File: src/rtl/wram_bsram_arbiter.sv
// Arbitrates the single byte-wide WRAM BSRAM port between the NES CPU and the IOSys RISC-V core.
// RV word requests are broken into byte lanes; the CPU wins the port unless a WRAM load is ongoing.
module wram_bsram_arbiter #(
    parameter logic [21:0] CPU_WRAM_BASE = 22'h006000,
    parameter logic [22:0] RV_WRAM_BASE  = 23'h066000
) (
    input  logic        i_clk,
    input  logic        i_resetn,
    input  logic        i_wram_load_ongoing,
    input  logic [21:0] i_cpu_addr,
    input  logic        i_cpu_read,
    input  logic        i_cpu_write,
    input  logic [7:0]  i_cpu_wdata,
    output logic [7:0]  o_cpu_rdata,
    output logic        o_cpu_hit,
    output logic [7:0]  o_cpu_drop_cnt,
    input  logic [22:0] i_rv_addr,
    input  logic        i_rv_word,
    input  logic [31:0] i_rv_wdata,
    input  logic [3:0]  i_rv_wstrb,
    input  logic        i_rv_req,
    output logic        o_rv_ack,
    output logic [15:0] o_rv_dout,
    output logic        o_rv_sel,
    output logic [12:0] o_bsram_addr,
    output logic        o_bsram_we,
    output logic [7:0]  o_bsram_din,
    input  logic [7:0]  i_bsram_dout
);

    typedef enum logic [1:0] {S_IDLE, S_XFER, S_FIN} state_t;

    state_t      r_state, w_state_nxt;
    logic [10:0] r_addr;
    logic [31:0] r_wdata;
    logic [3:0]  r_mask;
    logic        r_is_wr;
    logic        r_word;
    logic [1:0]  r_rd_idx;
    logic        r_cap_vld;
    logic        r_cap_hi;
    logic [15:0] r_rd_buf;
    logic        r_ack;
    logic [15:0] r_dout;
    logic [7:0]  r_cpu_rdata;
    logic        r_cpu_rd_pend;
    logic [7:0]  r_drop_cnt;

    logic        w_cpu_hit, w_rv_sel, w_rv_pending;
    logic        w_cpu_acc, w_cpu_grant, w_cpu_drop;
    logic        w_rv_want, w_rv_issue;
    logic [1:0]  w_wr_lane, w_rv_lane;
    logic [3:0]  w_mask_nxt;
    logic [7:0]  w_wr_byte;
    logic [12:0] w_bsram_addr;
    logic        w_bsram_we;
    logic [7:0]  w_bsram_din;

    assign w_cpu_hit    = (i_cpu_addr[21:13] == CPU_WRAM_BASE[21:13]);
    assign w_rv_sel     = (i_rv_addr[22:13] == RV_WRAM_BASE[22:13]);
    assign w_rv_pending = (i_rv_req != r_ack) & w_rv_sel;

    assign w_cpu_acc   = (i_cpu_read | i_cpu_write) & w_cpu_hit;
    assign w_cpu_grant = w_cpu_acc & ~i_wram_load_ongoing;
    assign w_cpu_drop  = w_cpu_acc & i_wram_load_ongoing;

    // A read keeps wanting the port until both lanes are issued; captures then drain on their own.
    assign w_rv_want  = (r_state == S_XFER) & (r_is_wr ? (r_mask != 4'd0) : (r_rd_idx != 2'd2));
    assign w_rv_issue = w_rv_want & ~w_cpu_grant;

    always_comb begin
        w_wr_lane = 2'd0;
        if (r_mask[0])      w_wr_lane = 2'd0;
        else if (r_mask[1]) w_wr_lane = 2'd1;
        else if (r_mask[2]) w_wr_lane = 2'd2;
        else if (r_mask[3]) w_wr_lane = 2'd3;
    end

    assign w_mask_nxt = r_mask & ~(4'b0001 << w_wr_lane);
    assign w_wr_byte  = r_wdata[{w_wr_lane, 3'b000} +: 8];
    assign w_rv_lane  = r_is_wr ? w_wr_lane : {r_word, r_rd_idx[0]};

    always_comb begin
        w_bsram_addr = 13'd0;
        w_bsram_we   = 1'b0;
        w_bsram_din  = 8'd0;
        if (i_resetn) begin
            if (w_cpu_grant) begin
                w_bsram_addr = i_cpu_addr[12:0];
                w_bsram_we   = i_cpu_write;
                w_bsram_din  = i_cpu_wdata;
            end else if (w_rv_issue) begin
                w_bsram_addr = {r_addr, w_rv_lane};
                w_bsram_we   = r_is_wr;
                w_bsram_din  = r_is_wr ? w_wr_byte : 8'd0;
            end
        end
    end

    always_comb begin
        w_state_nxt = r_state;
        case (r_state)
            S_IDLE: if (w_rv_pending) w_state_nxt = S_XFER;
            S_XFER: begin
                if (r_is_wr) begin
                    if (w_rv_issue && (w_mask_nxt == 4'd0)) w_state_nxt = S_FIN;
                end else if (r_cap_vld && r_cap_hi) begin
                    w_state_nxt = S_FIN;
                end
            end
            S_FIN:   w_state_nxt = S_IDLE;
            default: w_state_nxt = S_IDLE;
        endcase
    end

    always_ff @(posedge i_clk) begin
        if (!i_resetn) begin
            r_state       <= S_IDLE;
            r_mask        <= 4'd0;
            r_is_wr       <= 1'b0;
            r_word        <= 1'b0;
            r_rd_idx      <= 2'd0;
            r_cap_vld     <= 1'b0;
            r_cap_hi      <= 1'b0;
            r_ack         <= 1'b0;
            r_dout        <= 16'd0;
            r_cpu_rdata   <= 8'd0;
            r_cpu_rd_pend <= 1'b0;
            r_drop_cnt    <= 8'd0;
        end else begin
            r_state <= w_state_nxt;

            if (r_state == S_IDLE && w_rv_pending) begin
                r_mask   <= i_rv_wstrb;
                r_is_wr  <= (i_rv_wstrb != 4'd0);
                r_word   <= i_rv_word;
                r_rd_idx <= 2'd0;
            end else if (w_rv_issue) begin
                if (r_is_wr) r_mask   <= w_mask_nxt;
                else         r_rd_idx <= r_rd_idx + 2'd1;
            end

            // Each issued read lane is captured exactly one cycle later, stalled or not.
            r_cap_vld <= w_rv_issue & ~r_is_wr;
            r_cap_hi  <= r_rd_idx[0];

            if (r_state == S_FIN) begin
                r_ack <= ~r_ack;
                if (!r_is_wr) r_dout <= r_rd_buf;
            end

            r_cpu_rd_pend <= w_cpu_grant & i_cpu_read;
            if (r_cpu_rd_pend) r_cpu_rdata <= i_bsram_dout;

            if (w_cpu_drop && r_drop_cnt != 8'hFF) r_drop_cnt <= r_drop_cnt + 8'd1;
        end
    end

    always_ff @(posedge i_clk) begin
        if (r_state == S_IDLE && w_rv_pending) begin
            r_addr  <= i_rv_addr[12:2];
            r_wdata <= i_rv_wdata;
        end
        if (r_cap_vld) begin
            if (r_cap_hi) r_rd_buf[15:8] <= i_bsram_dout;
            else          r_rd_buf[7:0]  <= i_bsram_dout;
        end
    end

    assign o_cpu_hit      = w_cpu_hit;
    assign o_cpu_rdata    = r_cpu_rdata;
    assign o_cpu_drop_cnt = r_drop_cnt;
    assign o_rv_sel       = w_rv_sel;
    assign o_rv_ack       = r_ack;
    assign o_rv_dout      = r_dout;
    assign o_bsram_addr   = w_bsram_addr;
    assign o_bsram_we     = w_bsram_we;
    assign o_bsram_din    = w_bsram_din;

endmodule

File: config.mk
export PLATFORM = sky130hd
export DESIGN_NAME = wram_bsram_arbiter
export DESIGN_NICKNAME = d
export VERILOG_FILES = /design/src/rtl/wram_bsram_arbiter.sv
export SDC_FILE = /design/constraint.sdc
export NUM_CORES = 1
export LEC_CHECK = 0
export BUFFER_PORTS_ARGS = -buffer_cell sky130_fd_sc_hd__buf_2
export CORE_UTILIZATION = 50
export CTS_BUF_LIST = sky130_fd_sc_hd__clkbuf_16
export DETAILED_ROUTE_END_ITERATION = 8
export GPL_ROUTABILITY_DRIVEN = 1
export PLACE_DENSITY = 0.81
export SYNTH_ARGS = -nofsm -noshare
export SYNTH_HDL_FRONTEND = slang
export SYNTH_SLANG_ARGS = --single-unit
File: constraint.sdc
create_clock -name i_clk -period 7.6 [get_ports i_clk]
set_input_delay 0.38 -clock i_clk [delete_from_list [all_inputs] [get_ports i_clk]]
set_output_delay 0.38 -clock i_clk [all_outputs]
set_load 0.02 [all_outputs]
-- Word-level counts from Yosys, hierarchy flattened
Index checks and enable logic that the tools add are counted.
- register bits after elaboration: 105
- bits of input ports: 104
- output and inout port bits: 57
- word-level logic and storage cells: 88
- add/subtract/negate cells: 2
- equal/unequal tests: 10
- shifts and indexed selects: 2
- multiplexer cells: 24
- bitwise logic cells: 17
- reductions and logical operators: 17
- operators by type and width (kind ; number):
    2-to-1 mux 13 bit ; 3
    2-to-1 mux 8 bit ; 4
    variable part select 32 x 6 -> 8 bit ; 1
    2-to-1 mux 2 bit ; 9
    2-to-1 mux 4 bit ; 3
    equality test 10 x 6 -> 1 bit, second input constant ; 1
    AND reduction 2 bit ; 5
    equality test 9 x 2 -> 1 bit, second input constant ; 1
    adder 8 x 1 -> 8 bit, second input constant ; 1
    bitwise AND 1 bit ; 8
    != test 8 bit, second input constant ; 1
    nonzero test 4 bit ; 2
    != test 3 x 2 -> 1 bit, second input constant ; 2
    inverter 1 bit ; 6
    bitwise AND 4 bit ; 1
    logical AND 1 bit ; 4
    logical NOT 4 bit ; 1
    2-to-1 mux 1 bit ; 4
    != test 2 bit, second input constant ; 2
    inverter 4 bit ; 1
    one-hot mux 2 bit (2 select lines) ; 1
    nonzero test 2 bit ; 2
    << shifter 1 x 2 -> 4 bit, first input constant ; 1
    AND reduction 3 bit ; 1
    other kinds (7) ; 7

-- Logic depth before layout (Yosys ltp)
Gate-level depths: netlist of run 1.
- depth in word-level cells: 12
- gate-level depth with buffers: 7
- mapped depth without buffers: 7

-- Worst setup path before layout of run 1
Ideal clock, no wire load.
- path kind: register to register
- start point: register r_ack, in the netlist o_rv_ack
- end point: register r_addr[0], enable pin
- setup time: 0.499 ns
- arrival time: 3.770 ns
- data required time: 7.101 ns
- setup slack: 3.331 ns
- stages on the path, launching flop included: 4
- buffers on the path: 0
- period minus slack after synthesis: 4.269 ns
- path through: dfxtp_1 -> xor2_1 -> nand3_1 -> nor3_1
- word-level cells in the longest chain between the ends: 3
- RTL lines (element ; RTL line ; source):
    start: declaration ; 43 ; logic r_ack;
    start signal: assignment ; 148 ; r_ack <= ~r_ack;
    != test 1 bit ; 61 ; assign w_rv_pending = (i_rv_req != r_ack) & w_rv_sel;
    bitwise AND 1 bit ; 61 ;
    logical AND 1 bit ; 160 ; if (r_state == S_IDLE && w_rv_pending) begin
    end signal: assignment ; 161 ; r_addr <= i_rv_addr[12:2];
    end: declaration ; 34 ; logic [10:0] r_addr;
No other way between the ends.
A chain may end at the register's enable or synchronous reset.

-- Worst setup path in the final report of run 1
- start point: input i_cpu_addr[19]
- end point: output o_bsram_addr[0]
- word-level cells in the longest chain between the ends: 8
- RTL lines (element ; RTL line ; source):
    start: declaration ; 10 ; input logic [21:0] i_cpu_addr,
    equality test 9 x 2 -> 1 bit (*) ; 59 ; assign w_cpu_hit = (i_cpu_addr[21:13] == CPU_WRAM_BASE[21:13]);
    bitwise AND 1 bit (*) ; 63 ; assign w_cpu_acc = (i_cpu_read | i_cpu_write) & w_cpu_hit;
    bitwise AND 1 bit (*) ; 64 ; assign w_cpu_grant = w_cpu_acc & ~i_wram_load_ongoing;
    inverter 1 bit ; 69 ; assign w_rv_issue = w_rv_want & ~w_cpu_grant;
    bitwise AND 1 bit ; 69 ;
    2-to-1 mux 13 bit ; 92 ; end else if (w_rv_issue) begin
    2-to-1 mux 13 bit (*) ; 88 ; if (w_cpu_grant) begin
    2-to-1 mux 13 bit (*) ; 87 ; if (i_resetn) begin
    end: declaration ; 25 ; output logic [12:0] o_bsram_addr,
Every way passes the cells marked *; elsewhere a longest branch is shown, timed or not.

==> results of run 1 <==
## power breakdown
group | leakage (nW) | switching [mW] | internal, mW
Combinational | 1.12 | 0.0162 | 0.0205
Sequential | 0.900 | 0.0000894 | 0.598
Clock | 0.154 | 0.234 | 0.238
Total | 2.18 | 0.250 | 0.857
## layer usage
| metal | vias up | global-route usage [%] | part of all wire (%) |
|---|---|---|---|
| li1 | 1685 | - | - |
| met3 | 14 | 4.13 | 5.4 |
| met1 | 1584 | 26.5 | 43 |
| met4 | 0 | 8.59 | 1.4 |
| met5 | - | 0 | 0 |
| met2 | 129 | 38.0 | 50 |
## worst max-delay path by stage
| stage | startpoint | end | slack (ns) | depth (start not counted) |
|---|---|---|---|---|
| after detailed placement | i_cpu_addr[19] | o_bsram_addr[0] | 4.36 | 6 |
| final | i_cpu_addr[19] | o_bsram_addr[0] | 4.36 | 6 |
| after global routing | i_cpu_addr[19] | o_bsram_din[1] | 4.14 | 7 |
| after CTS | i_cpu_addr[19] | o_bsram_addr[0] | 4.36 | 6 |
| after floorplan | o_rv_ack | r_addr[0] | 3.33 | 3 |
| after global placement | i_cpu_addr[19] | o_bsram_addr[0] | 4.42 | 6 |
## worst max-delay path, stage by stage
cell and delay [ns]:
buf_2 0.10, or4_4 0.54, nor4_1 0.53, and3_1 0.83, a22o_1 0.30, buf_2 0.18
## sequential cells by signal (all words and copies together), names as in the netlist, 2 cells and up
register,flops
r_rd_buf,16
o_rv_dout,16
r_rd_idx,2
r_state,2
o_cpu_rdata,8
r_mask,4
r_wdata,32
r_addr,11
o_cpu_drop_cnt,8
## cell type report
class                           instances  area, um2  share of cell area [%]
Clock buffer                            9        225                    4.16
Clock inverter                          7       93.8                    1.73
Timing Repair Buffer                  161        813                    15.0
Inverter                                5       18.8                   0.346
Multi-Input combinational cell        247       1450                    26.7
Sequential cell                       105       2690                    49.7
Tap cell                              105        131                    2.42
## synth_stat cells, types with 2 or more instances
master,n,area [um2]
mux2i_1,9,90.1
nand2_1,56,210
nand4_1,2,12.5
dfxtp_1,46,921
nor2_1,23,86.3
nand2b_1,4,25.0
clkbuf_1,18,67.6
xor2_1,3,26.3
or2_2,3,18.8
nor2b_1,11,68.8
or4_4,2,22.5
nor4_1,3,18.8
and3_1,5,31.3
and2_1,6,37.5
xnor2_1,3,26.3
o211ai_1,3,22.5
or4_1,3,22.5
nor3_1,15,75.1
or3_1,4,25.0
inv_1,5,18.8
buf_1,3,11.3
a22o_1,12,105
a211oi_1,3,22.5
o21ai_0,15,75.1
a221oi_1,8,70.1
and4_1,2,17.5
nand3_1,5,25.0
a21oi_1,33,165
nand4bb_1,2,22.5
edfxtp_1,59,1770
ha_1,2,25.0
## per-stage QoR
step / std cells / hold WS, ns / utilization (%)
4_1_cts: 639 / 0.194 / 66.0
6_report: 639 / 0.203 / 66.0
2_1_floorplan: 378 / 0.432 / -
3_3_place_gp: 623 / 0.440 / 62.1
3_5_place_dp: 623 / 0.444 / 62.1
5_1_grt: 639 / 0.191 / 66.0
## cells by family (layout without fill, tap and decap cells)
| kind of cell | Yosys count | after routing |
|---|---|---|
| buffers and inverters | 26 | 182 |
| flip-flops | 105 | 105 |
| multiplexers | 9 | 9 |
| AO/OA/AOI/OAI | 82 | 82 |
| AND/OR/NAND/NOR | 148 | 148 |
| adder cells (fa/ha/maj) | 2 | 2 |
| XOR/XNOR | 6 | 6 |
==> impl_metrics.yaml, run 1 <==
clocking:
  cts_buffer_depth: 2
  cts-htree-levels: 3
  cts.repair.resized: 0
  clk_pin_slew_ns: 0.08
  worstSkewPairLatency_ns: 0.35
  ctsHoldBuffers: 0
  clock-sinks: 105
  cts_tree: "built"
  root_buffer: "clkbuf_16"
  cts_setup_buffers: 0
  cts_made_buffers: 9
sta:
  max-slew-margin-rel_pct: 38.4
  worst_slack_ns: 4.36
  hold_viol: 0
  fin_crit_sh_pct: 42.6
  max_freq_mhz: 309
  fin_tns_setup_ns: 0
  period_needed_ns: 3.24
  slew_viol_final: 0
  finalSetupViolCount: 0
  tightest_slew_ns: 0.921
  clock_skew_ns: 0.0106
  rsz0062_at_grt: "no"
cells_and_area:
  antenna_cells: 0
  area_delta_synth_final_pct: 28.1
  final_area_mm2: 0.00542
  drive_gt1_share_pct: 34.8
  nets: 635
  layout_common_cells: "158 x buf_2, 59 x edfxtp_1, 56 x nand2_1"
  fill_cells: 653
  layout_commonest_cell: "buf_2"
route:
  viasPerCell: 5.34
  dr_total_vias: 3412
  drc: 0
  dr.pass1.iters: 4
  first_iter_violations: 117
  routedWlPerCell_um: 14.8
  drtAntennaViolNets: 0
  totalWireLength_mm: 9.49
pwr:
  vdd_ir_drop_max_v: 0.000115
  p_leak_nw: 2.18
  power_mw: 1.11
  power_density_mw_per_mm2: 204
synth:
  syn_avg_cell_area_um2: 11.2
  muxShareOfSynthArea_pct: 2.13
  synth_seq_cells: 105
  async_reset_ff_share_pct: 0
  synthAdderAreaFrac_pct: 0.592
  synth-simple-area-share_pct: 17.5
  yosysSeqAreaShare_pct: 63.6
  synth_nets: 484
  ys_warn_count: 0
  netlist_instances: 378
  synth_cell_types: 41
  synth_area_mm2: 0.00423
  synth-edff-count: 59
  synth_top_family_by_area: "simple AND/OR/NAND/NOR gates"
  synth-compound-area-share_pct: 12.6
  synth-main-ff-cell: "edfxtp_1"
  yosys.area_share.xor_xnor_pct: 1.24
place:
  pre_cts_ws_ns: 4.36
  placed_cell_area_mm2: 0.00510
  dp_hpwl_mm: 6.93
  port_buffers: 158
  gp_congestion: 0.788
hold_path:
  hold_path.startpoint: "i_rv_wdata[4]"
  holdPathStages: 1
  min_path_type: "input pin to flop"
  whs_endpoint: "r_wdata[4]"
floorplanning:
  fp.dieW_um: 94.0
  chipHeight_um: 94.0
  start_util_pct: 51.5
  core_mm2: 0.00822
  die_area_mm2: 0.00883
  io_pins: 161
  num_rows: 33
setup_path:
  cp_max_fo: 22
  reg2regPathDepth: 6
  reg2reg_setup_slack_ns: 5.57
  reg2reg_to: "o_cpu_drop_cnt[7]"
  reg2reg_from: "o_cpu_drop_cnt[0]"
  worst_ep_required_time_ns: 7.22
  cp-end-kind: "output port"
  start_kind: "input pin"
  worstSetupPathType: "input pin to output port"
  crit_arrival_ns: 2.86
global_routing:
  grt_pass1_vias: 3210
  grtUsageTotal_pct: 21.8
  overflow: 0
  grt_max_degree: 45
  grt_pass1_wl_mm: 14.6
  antenna_found_initial: 0
outcome:
  status: "finished, final reports clean"
flow_run:
  drv_cap: 0
Power figures use the tool's default switching activity.
==> inputs of run 2 (changes only) <==
ABC_AREA = 1   (was unset)
PLACE_DENSITY = 0.79   (was 0.81)
clock period = 3 ns   (was 7.6 ns; I/O delays follow)
==> run 2 against run 1 <==
Effect of this change:
- die area up 13%
- non-clock buffer count up 42
- synthesized cell count up 48%
- highest routed layer unchanged
- first-iteration DRC count up 110%
- final cell count up 39%
- clock skew down 0.0040 ns
- largest power group unchanged
- global-route usage up 4.3 points
==> impl_metrics.yaml, run 2 <==
outcome:
  status: "finished, final reports clean"
setup_path:
  worstSetupPathType: "flop to output port"
  crit_arrival_ns: 2.50
  cp_max_fo: 23
  worstPathCellList: "inv_2 -> nand2_1 -> o21ai_4 -> nand3_4 -> nor2_1 -> nor2_1 -> nor2_1 -> buf_2"
  start_kind: "flop"
  cp-end-kind: "output port"
  critPathSlowestCell: "o21ai_4"
  max_stage_delay_ns: 0.45
  cp_common_cell: "nor2_1"
  worst_ep_required_time_ns: 2.85
sta:
  fin_crit_sh_pct: 88.5
  max_freq_mhz: 377
  tightest_slew_ns: 0.788
  rsz0062_at_grt: "no"
  finalSetupViolCount: 0
  whs_ns: 0.00504
  clock_skew_ns: 0.00655
  slew_viol_final: 0
  worst_slack_ns: 0.345
  fin_tns_setup_ns: 0
  period_needed_ns: 2.65
  hold_viol: 0
  max-slew-margin-rel_pct: 47.1
synth:
  yosysSeqAreaShare_pct: 56.3
  yosys.cell_count.top_type: "nand2_1"
  synth.top_cells.by_area: "edfxtp_1 37%, dfxtp_1 19%, nand2_1 8.5%"
  async_reset_ff_share_pct: 0
  synth_area_mm2: 0.00479
  synth_top_cell_by_area: "edfxtp_1"
  synthTopCellsByCount: "108 x nand2_1, 80 x nor2_1, 68 x inv_1, 67 x nand3_1, 59 x edfxtp_1"
  syn_avg_cell_area_um2: 8.55
  netlist_instances: 560
  yosys.area.top_type_share_pct: 37.0
  synth-main-ff-cell: "edfxtp_1"
  synth_seq_cells: 105
  ys_warn_count: 0
  synth_nets: 666
  synth-edff-count: 59
  synth_cell_types: 32
cells_and_area:
  nets: 861
  final_area_mm2: 0.00640
  area_delta_synth_final_pct: 33.8
  drive_gt1_share_pct: 24.6
  seq_area_mm2: 0.00269
  largest_reg_flops: 32
  finalNonFillerCells: 890
  fill_cells: 684
  largest-register: "r_wdata"
  layout_commonest_cell: "buf_2"
  multiInputGateArea_mm2: 0.00174
  layout_common_cells: "158 x buf_2, 108 x nand2_1, 80 x nor2_1"
  finish.utilization_pct: 69.3
pwr:
  power_mw: 2.85
  p_leak_nw: 2.92
  pwr-share-clk_pct: 41.3
  switching_share_pct: 21.5
  power_density_mw_per_mm2: 445
  p_int_mw: 2.24
  p_sw_mw: 0.612
  vdd_ir_drop_max_v: 0.000304
  pwr-share-comb_pct: 5.5
  seq_power_share_pct: 53.2
place:
  dp_hpwl_mm: 8.38
  placed_cells: 831
  placed_cell_area_mm2: 0.00567
  port_buffers: 158
  pre_cts_ws_ns: 0.643
  gp_congestion: 0.871
global_routing:
  antenna_found_initial: 1
  grtUsageTotal_pct: 26.0
  grt_max_degree: 45
  overflow: 0
  grt_pass1_vias: 4404
  grt_pass1_wl_mm: 20.1
route:
  drtAntennaViolNets: 0
  viasPerCell: 5.12
  first_iter_violations: 244
  totalWireLength_mm: 12.5
  routedWlPerCell_um: 14.1
  drc: 0
  dr.pass1.iters: 5
  dr_total_vias: 4557
clocking:
  cts_made_buffers: 9
  clock-sinks: 105
  clk_pin_slew_ns: 0.07
  cts.repair.resized: 0
  cts_tree: "built"
  cts_setup_buffers: 0
  cts-htree-levels: 3
  ctsHoldBuffers: 42
  root_buffer: "clkbuf_16"
  cts_buffer_depth: 2
  worstSkewPairLatency_ns: 0.34
floorplanning:
  fp.dieW_um: 99.8
  chipHeight_um: 99.8
  die_area_mm2: 0.00997
  num_rows: 35
  start_util_pct: 51.8
  io_pins: 161
  core_mm2: 0.00924
hold_path:
  min_path_type: "input pin to flop"
flow_run:
  drv_cap: 0
==> run 2: metal layers <==
metal	wire length, um	vias to the layer above	share of wire, %	global-route usage (%)
met5	0	-	0	0
met2	6210	191	50	45.5
met4	394	0	3.1	11.4
li1	-	2249	-	-
met1	5100	2082	41	31.8
met3	829	35	6.6	4.39
==> run 2: kinds of logic after synthesis <==
family,after synthesis,share of synthesized area [%]
flops,105,56.3
fa+ha+maj,2,0.523
buf+inv,90,7.40
xor+xnor,5,0.915
compound gates,61,7.01
simple gates,297,27.9
==> run 2: path summary, 6_finish.rpt <==
check                  from             end  slack [ns]  depth (start not counted)
max                 r_is_wr  o_bsram_din[1]        0.35                          8
min reg2reg   o_rv_dout[13]   o_rv_dout[13]        0.46                          2
min          i_rv_wdata[22]     r_wdata[22]       0.005                          1
max reg2reg        o_rv_ack       r_addr[9]        0.65                          4
==> run 2: area by class of cell <==
| cell class | instances | share of cell area [%] |
|---|---|---|
| clock inverter | 6 | 0.899 |
| antenna | 1 | 0.0391 |
| sequential | 105 | 42.0 |
| multi-input combinational | 365 | 27.2 |
| tap | 129 | 2.52 |
| inverter | 71 | 4.16 |
| clock buffer | 10 | 3.91 |
| timing repair buffer | 203 | 19.3 |
==> run 2: power groups by stage <==
stage | registers, mW | logic [mW] | clock network [mW]
detailed placement | 1.55 | 0.109 | 0
finish | 1.52 | 0.156 | 1.18
global route | 1.52 | 0.169 | 1.25
CTS | 1.52 | 0.151 | 1.19
floorplan | 1.55 | 0.0294 | 0
global placement | 1.55 | 0.105 | 0
==> run 2: worst max-delay path: cells and delay by family, from the launching register on <==
family / cells / cell delay [ns]
AO/OA/AOI/OAI: 1 / 0.45
buffers and inverters: 2 / 0.54
flip-flops: 1 / 0.37
AND/OR/NAND/NOR: 5 / 0.80
==> inputs of run 3 (changes only) <==
MAX_ROUTING_LAYER = met4   (was unset)
==> run 3 against run 2 <==
Effect of this change:
- final cell count is the same
- fmax is 1.6% lower
- clock power about the same
- global-route usage is 0.80 points higher
- sequential share of layout area unchanged
- routed wire length is 0.36% higher
==> impl_metrics.yaml, run 3 (synthesized netlist as in run 2, its figures left out) <==
clocking:
  cts_buffer_depth: 2
  root_buffer: "clkbuf_16"
  cts_tree: "built"
  clk_pin_slew_ns: 0.07
  cts_made_buffers: 9
  worstSkewPairLatency_ns: 0.34
  cts-htree-levels: 3
  clock-sinks: 105
  cts.repair.resized: 0
cells_and_area:
  fill_cells: 684
  seq_area_mm2: 0.00269
  multiInputGateArea_mm2: 0.00174
  nets: 861
  finalNonFillerCells: 890
  drive_gt1_share_pct: 24.6
  layout_commonest_cell: "buf_2"
  largest-register: "r_wdata"
  largest_reg_flops: 32
  layout_common_cells: "158 x buf_2, 108 x nand2_1, 80 x nor2_1"
  area_delta_synth_final_pct: 33.8
route:
  drtAntennaViolNets: 0
  routedWlPerCell_um: 14.1
  dr_total_vias: 4571
  dr.pass1.iters: 5
  totalWireLength_mm: 12.6
  drc: 0
  first_iter_violations: 296
  viasPerCell: 5.14
place:
  gp_congestion: 0.885
  port_buffers: 158
  placed_cells: 831
  dp_hpwl_mm: 8.38
flow_run:
  drv_cap: 0
pwr:
  vdd_ir_drop_max_v: 0.000305
  power_density_mw_per_mm2: 445
  p_leak_nw: 2.92
setup_path:
  cp_max_fo: 23
  reg2reg_from: "o_rv_ack"
  worstSetupPathType: "flop to output port"
  cp-end-kind: "output port"
  crit_arrival_ns: 2.55
  crit_start: "r_is_wr"
  start_kind: "flop"
  worst_ep_required_time_ns: 2.85
floorplanning:
  die_area_mm2: 0.00997
  start_util_pct: 51.8
  chipHeight_um: 99.8
  io_pins: 161
  fp.dieW_um: 99.8
  num_rows: 35
  core_mm2: 0.00924
sta:
  clock_skew_ns: 0.00732
  slew_viol_final: 0
  fin_tns_setup_ns: 0
  max-slew-margin-rel_pct: 47.0
  rsz0062_at_grt: "no"
  hold_viol: 0
  period_needed_ns: 2.70
  tightest_slew_ns: 0.789
  max_freq_mhz: 371
  fin_crit_sh_pct: 89.9
  finalSetupViolCount: 0
hold_path:
  min_path_type: "input pin to flop"
  hold_path.startpoint: "i_rv_wdata[22]"
outcome:
  status: "finished, final reports clean"
global_routing:
  overflow: 0
  antenna_found_initial: 1
  grt_pass1_vias: 4395
  grtUsageTotal_pct: 26.8
  grt_max_degree: 45
  grt_pass1_wl_mm: 20.1
## run 3: cell counts in the layout (fill, tap and decap cells not counted)
No cell type changed its count.
## run 3: path summary, 6_finish.rpt
kind | to | slack (ns) | depth (start not counted)
setup / recovery | o_bsram_din[1] | 0.30 | 8
hold / removal | r_wdata[22] | 0.0003 | 1
setup reg to reg | r_addr[9] | 0.66 | 4
hold reg to reg | o_rv_dout[13] | 0.46 | 2
## run 3: stage by stage
stage	util [%]	worst slack, ns	power, mW	hold WS, ns	cell area [um2]
2_1_floorplan	-	0.751	1.58	0.249	4790
3_3_place_gp	61.4	0.747	1.65	0.327	5670
3_5_place_dp	61.4	0.643	1.66	0.328	5670
4_1_cts	69.3	0.436	2.86	0.000242	6400
5_1_grt	69.3	0.166	2.94	0.000471	6400
6_report	69.3	0.303	2.85	0.000309	6400
## run 3: what timing repair did
item	CTS	global route
buffers inserted	0	0
endpoints found under the hold margin	42	0
hold buffers	42	0
## run 3: critical path: stages, from the launching register on
cell	delay (ns)
dfxtp_1	0.37
inv_2	0.34
nand2_1	0.18
o21ai_4	0.45
nand3_4	0.26
nor2_1	0.16
nor2_1	0.07
nor2_1	0.17
buf_2	0.22
## run 3: routing by layer
metal / track usage (%) / vias up / wire length, um / part of all wire, %
met5: - / - / 0 / 0
met4: 11.1 / 0 / 339 / 2.7
met3: 3.55 / 33 / 774 / 6.2
met2: 45.7 / 200 / 6260 / 50
met1: 32.3 / 2092 / 5200 / 41
li1: - / 2246 / - / -
## run 3: power by group
group | switching (mW) | leakage, nW | internal, mW
combinational | 0.0664 | 1.86 | 0.0896
sequential | 0.000151 | 0.900 | 1.52
clock | 0.549 | 0.151 | 0.632
total | 0.616 | 2.92 | 2.24
## run 3: layout make-up
class	instances	area share, %
antenna	1	0.0391
clock buffer	10	3.91
clock inverter	6	0.899
inverter	71	4.16
multi-input combinational	365	27.2
sequential	105	42.0
tap	129	2.52
timing repair buffer	203	19.3
